[src/rtl/read_control_gray_if.sv]
// Read-side FIFO controller bundle: consumer handshake, synchronised write
// pointer in, read pointers, flags and level out.
interface read_control_gray_if #(
  parameter int A_LENGTH = 3
);
  logic                rd_en;
  logic                clr_underflow;
  logic [A_LENGTH:0]   wr_ptr_gray_sync;
  logic [A_LENGTH-1:0] b_rd_ptr;
  logic [A_LENGTH:0]   rd_ptr_bin;
  logic [A_LENGTH:0]   rd_ptr_gray;
  logic                f_empty;
  logic                f_almost_empty;
  logic [A_LENGTH:0]   rd_level;
  logic                rd_valid;
  logic                underflow;

  // FIFO top / consumer side
  modport master (
    output rd_en, clr_underflow, wr_ptr_gray_sync,
    input  b_rd_ptr, rd_ptr_bin, rd_ptr_gray, f_empty, f_almost_empty,
           rd_level, rd_valid, underflow
  );

  // read controller side
  modport slave (
    input  rd_en, clr_underflow, wr_ptr_gray_sync,
    output b_rd_ptr, rd_ptr_bin, rd_ptr_gray, f_empty, f_almost_empty,
           rd_level, rd_valid, underflow
  );
endinterface

[src/rtl/read_control_gray.sv]
// FIFO read-side controller (rd_clk domain): handshaked reads, binary/Gray
// read pointers, empty/almost-empty flags from the synchronised write Gray
// pointer, fill level, read-valid strobe and sticky underflow.
module read_control_gray #(
  parameter int A_LENGTH  = 3,
  parameter int AE_THRESH = 1
) (
  input  logic                 rd_clk,
  input  logic                 reset,
  read_control_gray_if.slave   rif
);
  localparam int PW = A_LENGTH + 1;
  localparam logic [PW-1:0] LP_AE = PW'(AE_THRESH);

  logic [PW-1:0] r_rd_ptr_bin;
  logic [PW-1:0] r_rd_ptr_gray;
  logic [PW-1:0] r_rd_level;
  logic          r_f_empty;
  logic          r_f_almost_empty;
  logic          r_rd_valid;
  logic          r_underflow;

  logic          w_rd_fire;
  logic [PW-1:0] w_bin_next;
  logic [PW-1:0] w_gray_next;
  logic [PW-1:0] w_wr_bin;
  logic [PW-1:0] w_level_next;

  // Reads are only accepted against the registered empty flag, so the
  // pointer can never step past the last written word.
  assign w_rd_fire    = rif.rd_en & ~r_f_empty;
  assign w_bin_next   = r_rd_ptr_bin + PW'(w_rd_fire);
  assign w_gray_next  = w_bin_next ^ (w_bin_next >> 1);
  assign w_level_next = w_wr_bin - w_bin_next;

  // Gray-to-binary of the write pointer: each bit is the XOR of all Gray
  // bits at and above it.
  always_comb begin
    w_wr_bin = '0;
    for (int i = 0; i < PW; i++)
      w_wr_bin[i] = ^(rif.wr_ptr_gray_sync >> i);
  end

  // Pointer, flag and level registers; flags are computed from the next
  // pointer so empty asserts on the same edge as the last accepted read.
  always_ff @(posedge rd_clk) begin
    if (reset) begin
      r_rd_ptr_bin     <= '0;
      r_rd_ptr_gray    <= '0;
      r_rd_level       <= '0;
      r_f_empty        <= 1'b1;
      r_f_almost_empty <= 1'b1;
      r_rd_valid       <= 1'b0;
    end else begin
      r_rd_ptr_bin     <= w_bin_next;
      r_rd_ptr_gray    <= w_gray_next;
      r_rd_level       <= w_level_next;
      r_f_empty        <= (w_gray_next == rif.wr_ptr_gray_sync);
      r_f_almost_empty <= (w_level_next <= LP_AE);
      r_rd_valid       <= w_rd_fire;
    end
  end

  // Sticky underflow: a read attempt while empty wins over a same-cycle clear.
  always_ff @(posedge rd_clk) begin
    if (reset)
      r_underflow <= 1'b0;
    else if (rif.rd_en & r_f_empty)
      r_underflow <= 1'b1;
    else if (rif.clr_underflow)
      r_underflow <= 1'b0;
  end

  assign rif.b_rd_ptr       = r_rd_ptr_bin[A_LENGTH-1:0];
  assign rif.rd_ptr_bin     = r_rd_ptr_bin;
  assign rif.rd_ptr_gray    = r_rd_ptr_gray;
  assign rif.f_empty        = r_f_empty;
  assign rif.f_almost_empty = r_f_almost_empty;
  assign rif.rd_level       = r_rd_level;
  assign rif.rd_valid       = r_rd_valid;
  assign rif.underflow      = r_underflow;
endmodule

[src/flat_wrapper.sv]
// flat-port wrapper written by rule: the top's interface ports become plain ports
module read_control_gray_flat 
#(
  parameter int A_LENGTH  = 3,
  parameter int AE_THRESH = 1
)
  (rd_clk, reset, rif_rd_en, rif_clr_underflow, rif_wr_ptr_gray_sync, rif_b_rd_ptr, rif_rd_ptr_bin, rif_rd_ptr_gray, rif_f_empty, rif_f_almost_empty, rif_rd_level, rif_rd_valid, rif_underflow);
  read_control_gray_if #(.A_LENGTH(A_LENGTH)) rif_i ();
  input  logic rd_clk;
  input  logic reset;
  input wire logic [$bits(rif_i.rd_en)-1:0] rif_rd_en;
  input wire logic [$bits(rif_i.clr_underflow)-1:0] rif_clr_underflow;
  input wire logic [$bits(rif_i.wr_ptr_gray_sync)-1:0] rif_wr_ptr_gray_sync;
  output wire logic [$bits(rif_i.b_rd_ptr)-1:0] rif_b_rd_ptr;
  output wire logic [$bits(rif_i.rd_ptr_bin)-1:0] rif_rd_ptr_bin;
  output wire logic [$bits(rif_i.rd_ptr_gray)-1:0] rif_rd_ptr_gray;
  output wire logic [$bits(rif_i.f_empty)-1:0] rif_f_empty;
  output wire logic [$bits(rif_i.f_almost_empty)-1:0] rif_f_almost_empty;
  output wire logic [$bits(rif_i.rd_level)-1:0] rif_rd_level;
  output wire logic [$bits(rif_i.rd_valid)-1:0] rif_rd_valid;
  output wire logic [$bits(rif_i.underflow)-1:0] rif_underflow;
  assign rif_i.rd_en = rif_rd_en;
  assign rif_i.clr_underflow = rif_clr_underflow;
  assign rif_i.wr_ptr_gray_sync = rif_wr_ptr_gray_sync;
  assign rif_b_rd_ptr = rif_i.b_rd_ptr;
  assign rif_rd_ptr_bin = rif_i.rd_ptr_bin;
  assign rif_rd_ptr_gray = rif_i.rd_ptr_gray;
  assign rif_f_empty = rif_i.f_empty;
  assign rif_f_almost_empty = rif_i.f_almost_empty;
  assign rif_rd_level = rif_i.rd_level;
  assign rif_rd_valid = rif_i.rd_valid;
  assign rif_underflow = rif_i.underflow;
  read_control_gray #(.A_LENGTH(A_LENGTH), .AE_THRESH(AE_THRESH)) u_core (.rd_clk(rd_clk), .reset(reset), .rif(rif_i));
endmodule
[config.mk]
export PLATFORM = sky130hd
export DESIGN_NAME = read_control_gray_flat
export DESIGN_NICKNAME = d
export VERILOG_FILES = /design/src/rtl/read_control_gray_if.sv /design/src/rtl/read_control_gray.sv /design/src/flat_wrapper.sv
export SDC_FILE = /design/constraint.sdc
export NUM_CORES = 1
export LEC_CHECK = 0
export BUFFER_PORTS_ARGS = -buffer_cell sky130_fd_sc_hd__buf_2
export CORE_MARGIN = 5
export CORE_UTILIZATION = 23
export CTS_CLUSTER_SIZE = 10
export DETAILED_ROUTE_END_ITERATION = 12
export PLACE_DENSITY = 0.52
export SETUP_SLACK_MARGIN = 0.3
export SYNTH_ARGS = -nofsm -noshare
export SYNTH_HDL_FRONTEND = slang
export SYNTH_SLANG_ARGS = --single-unit
export TNS_END_PERCENT = 1
[constraint.sdc]
create_clock -name rd_clk -period 2.48 [get_ports rd_clk]
set_input_delay 0.372 -clock rd_clk [delete_from_list [all_inputs] [get_ports rd_clk]]
set_output_delay 0.372 -clock rd_clk [all_outputs]
set_load 0.05 [all_outputs]
# ---- Yosys cells after proc, flatten, opt, wreduce, memory -nomap -nowiden
# Cells that the tools add are included.
dict set report totals {
  reg_bits 16
  input_bits 8
  output_inout_bits 19
  elab_cells 22
}
dict set report op_classes {
  n_addsub 2
  n_lt_le_gt_ge 1
  eq_ne 1
  mux 2
  bitwise 4
  reduce_logical 5
}
# cell n
set op_table {}
lappend op_table {{4-bit parity} 4}
lappend op_table {{4-bit by 1-bit adder with 4-bit output} 1}
lappend op_table {{4-bit equality test} 1}
lappend op_table {{4-bit by 1-bit less-or-equal comparator with 1-bit output (second input constant)} 1}
lappend op_table {{4-bit subtractor} 1}
lappend op_table {{4-bit by 3-bit bitwise XOR with 4-bit output} 1}
lappend op_table {{1-bit bitwise AND} 2}
lappend op_table {{1-bit 2-to-1 mux} 2}
lappend op_table {{2-bit nonzero test} 1}
lappend op_table {{1-bit NOT} 1}

# ---- Depth between registers and ports, before layout
# Gate-level depths: netlist of run 1.
dict set report depth {
  depth_word 5
  mapped_depth 9
  ltp_nobuf 9
}

# ---- Worst setup path before layout of run 1
# No wires, ideal clock.
dict set report synth_timing {
  kind {flip-flop to flip-flop}
  from {register u_core.r_f_empty (netlist: u_core.rif.f_empty)}
  to {register u_core.r_f_almost_empty (netlist: u_core.rif.f_almost_empty)}
  setup_time_ns 0.115
  t_arrival_ns 2.440
  required_time_ns 2.365
  slack_ns -0.076
  stages_incl_launch_ff 10
  path_buffers 0
  period_less_slack_ns 2.556
  path_cell_list {dfxtp_1 nor2b_1 ha_1 ha_1 xnor2_1 ha_1 a21bo_2 o221ai_2 xnor2_1 a31o_1}
}
dict set report synth_between {
  elab_chain_len 5
}
# item line
set synth_lines {}
lappend synth_lines {{from (decl)} read_control_gray.sv:18} ;# logic r_f_empty;
lappend synth_lines {{from (signal assigned)} read_control_gray.sv:58} ;# r_f_empty <= (w_gray_next == rif.wr_ptr_gray_sync);
lappend synth_lines {{1-bit NOT} read_control_gray.sv:31} ;# assign w_rd_fire = rif.rd_en & ~r_f_empty;
lappend synth_lines {{1-bit bitwise AND} read_control_gray.sv:31}
lappend synth_lines {{named net u_core.w_rd_fire} read_control_gray.sv:23} ;# logic w_rd_fire;
lappend synth_lines {{4-bit by 1-bit adder with 4-bit output} read_control_gray.sv:32} ;# assign w_bin_next = r_rd_ptr_bin + PW'(w_rd_fire);
lappend synth_lines {{4-bit subtractor} read_control_gray.sv:34} ;# assign w_level_next = w_wr_bin - w_bin_next;
lappend synth_lines {{4-bit by 1-bit less-or-equal comparator with 1-bit output} read_control_gray.sv:59} ;# r_f_almost_empty <= (w_level_next <= LP_AE);
lappend synth_lines {{to (signal assigned)} read_control_gray.sv:59}
lappend synth_lines {{to (decl)} read_control_gray.sv:19} ;# logic r_f_almost_empty;
# The timed path passes the listed nets, and every way through them passes these cells.
# A chain may end at the register's enable or synchronous reset.

# ---- Final worst setup path of run 1
# Same ends and word-level chain as after synthesis.

==> impl_metrics.tcl, run 1 <==
set metrics [dict create \
    netlist_area_sq_um 754 \
    postCtsHoldBufs 0 \
    grt.total_usage_pct 8.58 \
    period_needed_ns 2.08 \
    row_count 20 \
    finalNonFillerCells 144 \
    tightest_slew_ns 0.288 \
    clock_path_buffers 2 \
    peakVddDrop_uv 283 \
    critPathCaptureType "flop" \
    finalCritPeriodShare_pct 83.7 \
    power_frac_clock_pct 21.6 \
    status "finished, final reports clean" \
    clock_skew_ns 0.00709 \
    fin_tns_setup_ns 0 \
    num-nets-final 114 \
    start_kind "flop" \
    setup_slack_ns 0.404 \
    grt_max_degree 16 \
    fp.dieW_um 67.3 \
    p_sw_mw 0.255 \
    n_fill_cell 360 \
    clock_sinks 15 \
    numPortBuffers 26 \
    maxSlewViolCount 0 \
    cp_max_fo 5 \
    p_leak_nw 0.490 \
    postRouteAntennaNets 0 \
    htreeDepth 1 \
    core_sq_um 3100 \
    rsz0062_at_grt "no" \
    ys_ff_latch 15 \
    final-hold-violation-count 0 \
    hold-worst-slack_ns 0.332 \
    grt.overflow.total 0 \
    place_inst 137 \
    place_hpwl_um 1240 \
    comb_power_share_pct 37.4 \
    cts_tree "done" \
    pwr_density_cell_nw_per_um2 648 \
    viasPerCell 3.93 \
    holdCritPathClass "in -> reg" \
    wl_per_cell_um 11.6 \
    cts_root_buf "clkbuf_4" \
    first_pass_iters 4 \
    start_util_pct 24.3 \
    p_int_mw 0.410 \
    synth_fp_nets 86 \
    drive_gt1_share_pct 50.0 \
    multi_input_area_sq_um 473 \
    drtIter0Drc 11 \
    ys_warn_count 0 \
    chipHeight_um 67.3 \
    routed_wl_um 1670 \
    dieArea_sq_um 4530 \
    grt_pass1_vias 596 \
    max_cap_viol_count 0 \
    numCtsBuffers 3 \
    switching_share_pct 38.3 \
    num_vias 566 \
    worstPathRequired_ns 2.68 \
    place_ws_ns 0.0957 \
    regArea_sq_um 307 \
    areaGrowthSynthToFinish_pct 36.0 \
    final_util_pct 33.1 \
    seqPwrFrac_pct 41.0 \
    crit_arrival_ns 2.27 \
    seq_area_frac_synth_pct 39.8 \
    yosysUniqueCellTypes 23 \
    ios 27 \
    gp_congestion 0.703 \
    slew_headroom_pct 80.8 \
    antenna_found_initial 0 \
    fmax_mhz 482 \
    avgSynthCellArea_sq_um 10.3 \
    clk_latency_ns 0.29 \
    drc 0 \
    finalSetupViolations 0 \
    n_antenna_cell 0 \
    syn-instance-count 73 \
    worst-setup-path-type "reg -> reg" \
    grt_pass1_wl_um 2810 \
    clk_pin_slew_ns 0.10 \
]
## critical path: stages, from the launching register on
cell,delay [ns]
dfxtp_4,0.37
nor2b_2,0.04
ha_2,0.19
ha_4,0.18
xnor2_4,0.24
ha_4,0.24
buf_4,0.13
nand2b_1,0.11
o221ai_4,0.13
xnor2_2,0.15
a31o_1,0.20
## layout make-up
| cell class | instances | area share (%) |
|---|---|---|
| clock buffer | 3 | 2.20 |
| clock inverter | 1 | 0.488 |
| tap | 44 | 5.37 |
| timing repair buffer | 29 | 14.9 |
| sequential | 15 | 29.9 |
| multi-input combinational | 49 | 46.1 |
| inverter | 3 | 1.10 |
## metal layers
| layer | vias to the layer above | routed length [um] | track usage (%) |
|---|---|---|---|
| li1 | 286 | - | - |
| met1 | 253 | 749 | 9.02 |
| met2 | 25 | 747 | 14.2 |
| met3 | 2 | 156 | 4.49 |
| met4 | 0 | 19 | 3.80 |
| met5 | - | 0 | 0 |
## final timing paths
path	start	to	cells after the start	slack (ns)
worst max-delay path	u_core.rif.f_empty$_SDFF_PP1_	u_core.rif.f_almost_empty$_SDFF_PP1_	10	0.40
worst min-delay path	rif_rd_en	u_core.rif.underflow$_SDFFE_PP0P_	3	0.33
worst max register to register	u_core.rif.f_empty$_SDFF_PP1_	u_core.rif.f_almost_empty$_SDFF_PP1_	10	0.40
worst min register to register	u_core.rif.underflow$_SDFFE_PP0P_	u_core.rif.underflow$_SDFFE_PP0P_	2	0.48
## logic make-up after synthesis
logic type / Yosys count / synth area share (%)
xor gates and xnor gates: 15 / 21.9
muxes: 1 / 1.33
buffers and inverters: 9 / 6.47
adders and majority gates: 5 / 8.29
and+or+nand+nor: 20 / 12.8
DFF: 15 / 39.8
AOI/OAI and AO/OA: 8 / 9.45
## per-stage QoR
stage                     total power [mW]  area [sq um]
final                                0.665          1030
after global routing                 0.706          1030
after CTS                            0.659           973
after detailed placement             0.508           921
after global placement               0.504           921
after floorplan                      0.459           774
## power groups by stage
stage                     logic, mW  clock network (mW)  registers, mW
after detailed placement      0.232                   0          0.277
after global routing          0.267               0.164          0.275
after floorplan               0.100                   0          0.359
after global placement        0.227                   0          0.277
final                         0.249               0.144          0.272
after CTS                     0.239               0.148          0.272
## flip-flops by register name, summed over array words and instances (netlist names)
register                   count
u_core.rif.rd_valid            1
u_core.rif.f_almost_empty      1
u_core.rif.rd_level            4
u_core.rif.rd_ptr_gray         4
u_core.rif.underflow           1
u_core.rif.f_empty             1
u_core.rif.rd_ptr_bin          3
## cells in the final DEF (no fill, tap or decap)
cell / instances
xnor3_2: 1
a31o_1: 1
o21bai_2: 1
inv_1: 3
mux2i_1: 1
ha_2: 1
a21boi_0: 1
clkbuf_4: 3
ha_4: 2
buf_2: 26
o221ai_4: 1
xnor2_2: 1
a31o_2: 1
xnor2_1: 3
nor2b_2: 1
xor2_1: 8
buf_4: 3
ha_1: 2
or2_2: 2
dfxtp_4: 1
a21bo_2: 1
nor2b_1: 3
nand3_1: 1
nand2_1: 3
clkinv_2: 1
dfxtp_1: 12
nor2_1: 8
dfxtp_2: 2
nand2b_1: 2
xnor2_4: 1
xor3_4: 1
a21oi_1: 2
## what timing repair did
action	4_1_cts	5_1_grt
resized for setup	1	5
setup endpoints to repair	1	2
pin swaps	2	1
buffers inserted	2	1
gates cloned	0	0
## cells in the mapped netlist
master / instances / area share [%]
dfxtp_1: 15 / 40
nor2_1: 8 / 4.0
xor2_1: 8 / 9.3
ha_1: 5 / 8.3
xnor2_1: 5 / 5.8
buf_4: 4 / 4.0
nor2b_1: 4 / 3.3
inv_1: 3 / 1.5
nand2_1: 3 / 1.5
a21oi_1: 2 / 1.3
clkbuf_1: 2 / 1.0
nand2b_1: 2 / 1.7
or2_2: 2 / 1.7
a21bo_2: 1 / 1.3
a21boi_0: 1 / 1.0
a31o_1: 1 / 1.2
a31o_2: 1 / 1.2
mux2i_1: 1 / 1.3
nand3_1: 1 / 0.66
o21bai_2: 1 / 1.5
o221ai_2: 1 / 2.0
xnor3_2: 1 / 3.2
xor3_4: 1 / 3.6
No activity file was read; power rests on OpenSTA's default activity.
==> run 2: changes to the inputs <==
Settings changed: PLACE_DENSITY 0.52 to 0.54.
Clock period 2.48 ns to 1.7 ns, I/O delays scaled along.
==> run 2 against run 1 <==
Effect of this change:
- the flow now finishes with violations (negative setup slack)
- maximum frequency grew 10%
- cell area grew 15%
- routed wire length shrank 3.6%
- clock-buffer cell count is the same
- clock skew shrank 0.0059 ns
==> impl_metrics.tcl, run 2 (synthesized netlist as in run 1, its figures left out) <==
set metrics [dict create \
    status "finished, violations left" \
    violations "negative setup slack" \
    grt.overflow.total 0 \
    worstReg2RegStart "u_core.rif.f_empty$_SDFF_PP1_" \
    grt_pass1_wl_um 2680 \
    clock_skew_ns 0.00119 \
    final_util_pct 38.1 \
    final_common_cell "buf_2" \
    drtIter0Drc 23 \
    numCtsBuffers 3 \
    clock_path_buffers 2 \
    ios 27 \
    finalPower_mw 0.994 \
    p_leak_nw 0.568 \
    htreeDepth 1 \
    routed_wl_um 1610 \
    mostFrequentLayoutCells "buf_2, buf_4, dfxtp_1" \
    worst-setup-path-type "reg -> reg" \
    fin_tns_setup_ns -0.397 \
    gp_congestion 0.743 \
    crit_arrival_ns 2.06 \
    dieArea_sq_um 4530 \
    fmax_mhz 531 \
    cts_root_buf "clkbuf_4" \
    grt_use_met3_pct 1.83 \
    clk_pin_slew_ns 0.09 \
    cp_max_fo 3 \
    postRouteAntennaNets 0 \
    drive_gt1_share_pct 61.4 \
    start_util_pct 24.3 \
    regArea_sq_um 308 \
    critPathCaptureType "flop" \
    first_pass_iters 4 \
    worstHoldPathCells 3 \
    clk_latency_ns 0.27 \
    met2_usage_pct 14.1 \
    num_vias 608 \
    slew_headroom_pct 76.8 \
    grtUsageMet1_pct 8.17 \
    worstPathRequired_ns 1.88 \
    place_ws_ns -0.342 \
    multi_input_area_sq_um 519 \
    max_cap_viol_count 0 \
    chipHeight_um 67.3 \
    grt_pass1_vias 640 \
    n_fill_cell 328 \
    n_antenna_cell 0 \
    areaGrowthSynthToFinish_pct 56.6 \
    row_count 20 \
    pwr_density_cell_nw_per_um2 842 \
    hp-start "rif_rd_en" \
    wl_per_cell_um 10.2 \
    holdCritPathClass "in -> reg" \
    rsz0062_at_grt "yes" \
    start_kind "flop" \
    finalCritPeriodShare_pct 111 \
    r2r_slack_ns -0.18 \
    hold_end "u_core.rif.underflow$_SDFFE_PP0P_" \
    maxSlewViolCount 0 \
    peakVddDrop_uv 213 \
    reg2reg_depth 9 \
    clock_sinks 15 \
    setup_slack_ns -0.185 \
    cts_tree "done" \
    hold-worst-slack_ns 0.231 \
    numPortBuffers 26 \
    antenna_found_initial 0 \
    r2r_end "u_core.rif.f_almost_empty$_SDFF_PP1_" \
    finalSetupViolations 3 \
    grt_max_degree 16 \
    viasPerCell 3.85 \
    grt.busiest_layer "met2" \
    grt.total_usage_pct 7.80 \
    core_sq_um 3100 \
    tightest_slew_ns 0.345 \
    num-nets-final 128 \
    period_needed_ns 1.88 \
    final-hold-violation-count 0 \
    fp.dieW_um 67.3 \
    drc 0 \
    place_hpwl_um 1260 \
]
==> run 2: repair_timing <==
| item | CTS | global route |
|---|---|---|
| pin swaps | 9 | 1 |
| endpoints found under the setup margin | 8 | 9 |
| hold buffers | 0 | 0 |
| gates resized for setup | 4 | 9 |
| setup buffers | 1 | 0 |
| gates cloned | 0 | 0 |
==> run 2: worst max-delay path, stage by stage, from the launching register on <==
cell and delay [ns]:
dfxtp_4 0.37, nor2b_4 0.04, ha_4 0.16, ha_4 0.17, xnor2_4 0.13, ha_4 0.28, a21bo_4 0.22, o221ai_4 0.15
xnor2_2 0.09, a31o_1 0.17
==> run 2: final cells by class <==
| class | instances | share of cell area [%] |
|---|---|---|
| Multi-Input combinational cell | 49 | 44.0 |
| Timing Repair Buffer | 43 | 22.0 |
| Tap cell | 44 | 4.66 |
| Clock inverter | 1 | 0.424 |
| Inverter | 3 | 0.953 |
| Sequential cell | 15 | 26.1 |
| Clock buffer | 3 | 1.91 |
==> run 2: worst max-delay path by stage <==
stage,start,to,slack (ns)
after floorplan,u_core.rif.f_empty$_SDFF_PP1_,u_core.rif.f_almost_empty$_SDFF_PP1_,-0.36
after detailed placement,rif_rd_en,u_core.rif.f_almost_empty$_SDFF_PP1_,-0.34
after global placement,rif_rd_en,u_core.rif.f_almost_empty$_SDFF_PP1_,-0.31
after global routing,u_core.rif.f_empty$_SDFF_PP1_,u_core.rif.f_almost_empty$_SDFF_PP1_,-0.25
after CTS,u_core.rif.f_empty$_SDFF_PP1_,u_core.rif.f_almost_empty$_SDFF_PP1_,-0.20
final,u_core.rif.f_empty$_SDFF_PP1_,u_core.rif.f_almost_empty$_SDFF_PP1_,-0.18
==> run 2: per-stage QoR <==
| step | instances | instance area, sq um |
|---|---|---|
| detailed placement | 153 | 1070 |
| CTS | 158 | 1130 |
| global placement | 153 | 1070 |
| floorplan | 73 | 817 |
| finish | 158 | 1180 |
| global route | 158 | 1180 |
==> run 2: layer usage <==
metal  share of wire (%)  vias up
li1                    -      314
met1                  41      276
met2                  50       16
met3                 6.9        2
met4                 1.4        0
met5                   0        -
==> run 2: power breakdown <==
| part | leakage (nW) | internal, mW | switching [mW] |
|---|---|---|---|
| clock | 0.0177 | 0.0871 | 0.112 |
| sequential | 0.125 | 0.385 | 0.0106 |
| combinational | 0.425 | 0.155 | 0.245 |
| total | 0.568 | 0.627 | 0.368 |
